**src/rtl/car_spawner.sv**
```systemverilog
// rtl/car_spawner.sv - per-lane LFSR-paced car spawn scheduler with round-robin lane grant
// Optional: define SPAWN_DIFFICULTY_EN to shrink the reload base as SpawnCount grows.
module car_spawner #(
  parameter int          NUM_LANES = 4,
  parameter int          MIN_GAP   = 30,
  parameter int          GAP_BITS  = 6,
  parameter logic [15:0] LFSR_SEED = 16'hACE1
) (
  input  logic                 FrameClk,
  input  logic                 Reset,
  input  logic                 SpawnEnable,
  input  logic [NUM_LANES-1:0] SlotFree,
  output logic [NUM_LANES-1:0] SpawnReq,
  output logic [2:0]           SpawnLane,
  output logic [2:0]           SpawnSpeed,
  output logic [7:0]           SpawnCount
);

  localparam logic [7:0] GAP0 = 8'(MIN_GAP);

  logic [7:0]           cnt [NUM_LANES];
  logic [15:0]          lfsr;
  logic [15:0]          lfsr_next;
  logic [2:0]           rr;
  logic                 en_q;
  logic [NUM_LANES-1:0] elig;
  logic                 hit;
  logic [2:0]           grant;
  logic [7:0]           base;
  logic [7:0]           reload;
  logic [7:0]           count_base;
`ifdef SPAWN_DIFFICULTY_EN
  logic [7:0]           dec;
`endif

  assign lfsr_next  = {1'b0, lfsr[15:1]} ^ (lfsr[0] ? 16'hB400 : 16'h0000);
  assign count_base = en_q ? SpawnCount : 8'd0;

  always_comb begin
    for (int i = 0; i < NUM_LANES; i++)
      elig[i] = (cnt[i] == 8'd0) && SlotFree[i];
  end

  // Round-robin: first eligible lane at or after rr+1, wrapping.
  always_comb begin
    hit   = 1'b0;
    grant = 3'd0;
    for (int k = 1; k <= NUM_LANES; k++)
      for (int i = 0; i < NUM_LANES; i++)
        if (!hit && elig[i] && (i == (int'(rr) + k) % NUM_LANES)) begin
          hit   = 1'b1;
          grant = 3'(i);
        end
  end

  always_comb begin
`ifdef SPAWN_DIFFICULTY_EN
    dec = {4'd0, SpawnCount[7:4]};
    if (dec >= GAP0 - (GAP0 >> 1))
      base = GAP0 >> 1;
    else
      base = GAP0 - dec;
`else
    base = GAP0;
`endif
    reload = base + 8'(lfsr[GAP_BITS-1:0]);
  end

  always_ff @(posedge FrameClk) begin
    if (Reset) begin
      SpawnReq   <= '0;
      SpawnLane  <= 3'd0;
      SpawnSpeed <= 3'd0;
      SpawnCount <= 8'd0;
      lfsr       <= LFSR_SEED;
      rr         <= 3'(NUM_LANES - 1);
      en_q       <= 1'b0;
      for (int i = 0; i < NUM_LANES; i++)
        cnt[i] <= GAP0;
    end else begin
      en_q     <= SpawnEnable;
      SpawnReq <= '0;
      if (!SpawnEnable) begin
        for (int i = 0; i < NUM_LANES; i++)
          cnt[i] <= GAP0;
      end else begin
        lfsr <= lfsr_next;
        for (int i = 0; i < NUM_LANES; i++) begin
          if (hit && (grant == 3'(i)))
            cnt[i] <= reload;
          else if (cnt[i] != 8'd0)
            cnt[i] <= cnt[i] - 8'd1;
        end
        if (hit) begin
          SpawnReq   <= {{(NUM_LANES-1){1'b0}}, 1'b1} << grant;
          SpawnLane  <= grant;
          SpawnSpeed <= {1'b0, lfsr[9:8]} + 3'd1;
          rr         <= grant;
          SpawnCount <= (count_base == 8'hFF) ? 8'hFF : count_base + 8'd1;
        end else begin
          SpawnCount <= count_base;
        end
      end
    end
  end

endmodule

```
**config.mk**
```make
export PLATFORM = sky130hd
export DESIGN_NAME = car_spawner
export DESIGN_NICKNAME = d
export VERILOG_FILES = /design/src/rtl/car_spawner.sv
export SDC_FILE = /design/constraint.sdc
export NUM_CORES = 1
export LEC_CHECK = 0
export BUFFER_PORTS_ARGS = -buffer_cell sky130_fd_sc_hd__buf_2
export CORE_ASPECT_RATIO = 1.4
export CORE_MARGIN = 1.5
export CORE_UTILIZATION = 30
export CTS_CLUSTER_DIAMETER = 100
export DETAILED_ROUTE_END_ITERATION = 16
export MAX_ROUTING_LAYER = met4
export PLACE_DENSITY = 0.51
export SETUP_SLACK_MARGIN = 0.4
export SLEW_MARGIN = 20
export SYNTH_ARGS = -nofsm -noshare
export SYNTH_HDL_FRONTEND = slang
export SYNTH_SLANG_ARGS = --single-unit
```
**constraint.sdc**
```tcl
create_clock -name FrameClk -period 3.14 [get_ports FrameClk]
set_input_delay 0 -clock FrameClk [delete_from_list [all_inputs] [get_ports FrameClk]]
set_output_delay 0 -clock FrameClk [all_outputs]
set_load 0.01 [all_outputs]
```
======== Word level (Yosys, flattened, before mapping) ========
Memories as Yosys holds them, arrays and structs flattened.
Index checks and enable logic that the tools add are counted.
storage, ports and cells
  flip-flop bits (word level) ............. 37
  latch bits .............................. 0
  bits in writable memories ............... 32
  memory bits (read-only) ................. 0
  bits of input ports ..................... 7
  word-level logic and storage cells ...... 216
  memories ................................ 1
cells by class
  add/sub/neg operators ................... 11
  multipliers ............................. 0
  div/mod/pow operators ................... 0
  order comparisons ....................... 0
  eq/ne operators ......................... 16
  shift operators ......................... 1
  multiplexer cells ....................... 88
  bitwise logic cells ..................... 19
  reductions and logical operators ........ 73
memory list
  name  depth  bits a word  read ports  clocked after memory_dff  wr ports  line  RTL
  cnt   4      8            4           0                         4         21    logic [7:0] cnt [NUM_LANES];
operator list
  operator             count
  $logic_not 32->1     4
  $mux 8               15
  $mux 1               58
  $mux 3               14
  $logic_and 1x1->1    39
  $logic_not 8->1      4
  $reduce_bool 8->1    4
  $sub 8x1->8 const B  4
  $eq 3x3->1 const A   8
  $mux 16              1
  $xor 15x16->16       1
  $logic_not 1->1      15
  $eq 2x3->1 const A   4
  $or 1x1->1           12
  $add 8x1->8 const B  1
  $eq 8x8->1 const B   1
  $reduce_or 2->1      4
  $add 5x6->7 const A  1
  $eq 3x2->1 const B   2
  $add 2x1->2 const B  2
  $add 2x2->2 const B  2
  $and 1x1->1 const A  4
  $shl 1x3->4 const A  1
  $add 2x1->3 const B  1
  other kinds (5)      6

======== Logic depth before layout (Yosys ltp) ========
  word-level depth ........................ 74
  gate-level depth with buffers ........... 9
  depth with buffers taken out ............ 8

======== Least setup slack after synthesis ========
OpenSTA, ideal clock, no wires.
  path type ............................... flip-flop to flip-flop
  from .................................... memory cnt[1][3]
  to ...................................... memory cnt[1][0], enable pin
  library setup time ...................... 376 ps
  arrival ................................. 2,577 ps
  setup slack ............................. 186 ps
  cell stages (with the launch flop) ...... 7
  path buffers ............................ 1
  clock period less this slack ............ 2,954 ps
  cells stage by stage .................... edfxtp_1 -> or4_4 -> or4_4 -> o32a_1 -> and2_4 -> buf_6 -> o211ai_1
RTL lines
  item             line
  start, declared  21

==> summary.md <==
| Metric | Value |
|---|---|
| Worst-path fanout max | 6 |
| Total Neg Setup Slack | 0 ns |
| Sw Pwr | between 0.0004 and 0.0005 W |
| Clock sinks | 68 |
| Pre-CTS setup slack | 0.251 ns |
| Root buffer cell | clkbuf_16 |
| Sequential Power Share | 48.0% |
| Max VDD drop | 0.270 mV |
| Synth async-reset ratio | 0% |
| Worst slew pin tran | 0.895 ns |
| Share of the synthesized area in the top cell type | 25.1% |
| Fin crit period | 2.82 ns |
| IO Pins | 25 |
| Largest net degree at the start of global routing | 30 |
| Slew headroom | 39.5% |
| Post-synth EDFFs | 31 |
| Routed WL per cell | 16.8 µm |
| Hpwl dp | 7120 µm |
| Total number of vias | 3234 |
| First-pass GRT wire length | ~16000 µm |
| Fraction of layout instances using a drive strength above 1 | approximately 22% |
| WS Path Type | reg2reg |
| Grt ovf | 0 |
| Synth area leaders | edfxtp_1 25%, dfxtp_1 20%, nor2_1 3.6%, xor2_1 3.5%, ha_1 3.4% |
| Critical-path cell list | or4_4 -> or4_4 -> buf_12 -> o221ai_4 -> buf_4 -> a21boi_4 -> nand2_1 -> buf_4 -> o22ai_1 |
| Final Cell Area | 4680 µm² |
| Int Power | 0.00155 W |
| Num CTS Buffers | 9 |
| CTS tree | done |
| # rows | 47 |
| ANT nets after route | 0 |
| Htree depth | 3 |
| Pwr dens | 432 nW/µm² |
| Total Wirelength | 9970 µm |
| Gpl congestion | 0.863 |
| Status | finished, final reports clean |
| FF+latch count, synth | 68 |
| RSZ-0062 raised after global routing | true |
| Initial core utilization | 31.1% |
| Post-Syn Area | 3710 µm² |
| Element type at the critical path start | flop |
| Critical Path AT | 2.86 ns |
| Largest area contributor in the netlist | edfxtp_1 |
| Worst min-delay path class | in2reg |
| Vias/cell | 5.44 |
| Max Freq | between 0.3 and 0.4 GHz |
| CTS max path bufs | 2 |
| Die area | roughly 13000 µm² |
| IO Port Bufs | 23 |
| N_diodes | 0 |
| Clock skew | approximately 0.0074 ns |
| R2R depth | 9 |
| Pre-antenna DRT Iters | 4 |
| Initial antenna violation count | 0 |
| Clk slew on worst S/H paths | around 0.050 ns |
| Dominant synthesized flop cell | dfxtp_1 |
| Final worst path period share | 89.8% |
| Skew-Pair Late Insertion Delay | 0.34 ns |
| Pleak | between 1.5 and 2 nW |
| Syn_area_per_cell | around 9.4 µm² |
| Syn_nets | 410 |
| DRT iter0 DRCs | roughly 210 |
| Cells after Synth | 393 |
| Post-synthesis sequential area ratio | between 40% and 50% |
| Max-cap viol count | 0 |
| Clock power frac | 44.6% |
| Final hold vios | 0 |
| Crit. End Element | flop |
| Vias in the first global route | between 3000 and 4000 |
| Worst EP required | 3.18 ns |
| Sw Share | a little under a quarter |
| Die X | between 90 and 100 µm |
| Post-DP Area | 4060 µm² |
| Die Y | 135 µm |
| Nets | 460 |
| Hold WS | 0.0681 ns |
| Max stage delay on crit path | 0.57 ns |
| # setup viols final | 0 |
| Area of the core | 11900 µm² |
| Tot GR Track Use | between 15 and 20% |
| Critical Path Slowest Stage Cell | or4_4 |
| Worst setup margin | 0.322 ns |
| Synth unique cells | roughly 60 |
| Synth warn | 0 |
| Layout Area Growth over Synthesis | 26.3% |
| Residual DRC | 0 |
| Pins Over Slew Limit | 0 |
| Comb pwr share | approximately 7.4% |
| WHS Path Cells | 2 |
## state kept, by name, indices dropped and copies added (netlist names)
name / flops
en_q: 1
lfsr: 16
rr: 2
SpawnCount: 8
cnt: 32
SpawnSpeed: 3
SpawnLane: 2
SpawnReq: 4
## final timing paths
path | start | end | slack (ns)
setup / recovery | cnt[1][2]$_SDFFCE_PN1P_ | cnt[0][6]$_DFFE_PP_ | 0.32
hold / removal | Reset | SpawnSpeed[0]$_SDFFE_PP0P_ | 0.07
setup reg to reg | cnt[1][2]$_SDFFCE_PN1P_ | cnt[0][6]$_DFFE_PP_ | 0.32
hold reg to reg | SpawnSpeed[1]$_SDFFE_PP0P_ | SpawnSpeed[1]$_SDFFE_PP0P_ | 0.46
## what timing repair did
action                     4_1_cts  5_1_grt
hold buffers                     0        0
setup endpoints to repair       49       61
setup buffers                    3       12
pin swaps                        2       16
gates cloned                     0        1
gates resized for setup          5       34
## worst max-delay path: cells and delay by family, from the launching register on
kind	cells	cell delay (ns)
flops	1	0.39
buf+inv	3	0.51
simple gates	3	1.24
compound gates	3	0.38
## power by group through the flow
stage / Sequential (W) / Clock, W / Combinational, W
2_1_floorplan: 0.000977 / 0 / 0.000105
3_3_place_gp: 0.000988 / 0 / 0.000142
3_5_place_dp: 0.000988 / 0 / 0.000143
4_1_cts: 0.000970 / 0.000928 / 0.000146
5_1_grt: 0.000973 / 0.000962 / 0.000168
6_report: 0.000970 / 0.000903 / 0.000150
## Yosys cell counts, types with 2 or more instances
master     n
nor2_1    36
clkbuf_1  11
nor3b_1    2
inv_1     23
o221a_1    2
o21a_1     3
a21o_1     2
nor4_1     4
nand3_1    8
nor3_1    11
o221ai_1   5
xnor2_1   11
and2_1     6
a211oi_1   7
nand2_1   33
a21oi_1   23
and3_1     4
o41ai_1    2
a31oi_1    3
xor2_1    15
o32a_1     2
o31ai_1    2
a22o_1     7
a22oi_1    5
nor4b_1    5
buf_1      3
o211ai_1   4
a311o_1    2
mux2i_1   12
o22ai_1    4
dfxtp_1   37
edfxtp_1  31
or4_4      2
and4b_1    2
ha_1      10
or4_1      2
or3_1      5
o21ai_0   20
nand4_1    3
o21ai_1    3
## logic make-up (layout without fill, tap and decap cells)
family / Yosys count / in the layout / synth area share [%]
AO/OA/AOI/OAI: 106 / 106 / 19.5
XOR/XNOR: 26 / 26 / 6.14
adder cells (fa/ha/maj): 10 / 10 / 3.37
buffers and inverters: 39 / 93 / 4.25
flip-flops: 68 / 68 / 45.1
multiplexers: 12 / 12 / 3.24
other: 1 / 1 / 0.101
AND/OR/NAND/NOR: 131 / 132 / 18.3
## layer usage
layer	track usage, %	share of wire [%]	up-vias
li1	-	-	1564
met3	4.30	4.4	26
met5	-	0	-
met1	17.0	40	1555
met4	7.81	3.8	0
met2	27.2	52	89
## placed cells by master (no fill, tap or decap), drive strengths merged, types with 7 or more instances in the layout
| cell type | synthesis | final |
|---|---|---|
| buf | 5 | 54 |
| dfxtp | 37 | 37 |
| nor2 | 36 | 36 |
| nand2 | 33 | 33 |
| edfxtp | 31 | 31 |
| a21oi | 24 | 24 |
| inv | 23 | 23 |
| o21ai | 23 | 23 |
| xor2 | 15 | 15 |
| clkbuf | 11 | 13 |
| mux2i | 12 | 12 |
| nor3 | 12 | 12 |
| xnor2 | 11 | 11 |
| ha | 10 | 10 |
| and2 | 7 | 8 |
| nand3 | 8 | 8 |
| a22o | 7 | 7 |
| a211oi | 7 | 7 |
## metrics by stage
stage               power [W]  std cells  util (%)
floorplan             0.00108        393         -
global placement      0.00113        563      34.0
detailed placement    0.00113        563      34.0
CTS                   0.00204        582      36.8
global route          0.00210        595      39.2
finish                0.00202        595      39.2
## area by class of cell
cell class	count	area, µm²
fill	1195	7260
multi-input combinational	287	2090
sequential	68	1670
timing repair buffer	54	380
clock buffer	13	250
tap	147	184
inverter	23	86.3
clock inverter	3	15.0
(Power assumes the default switching activity.)
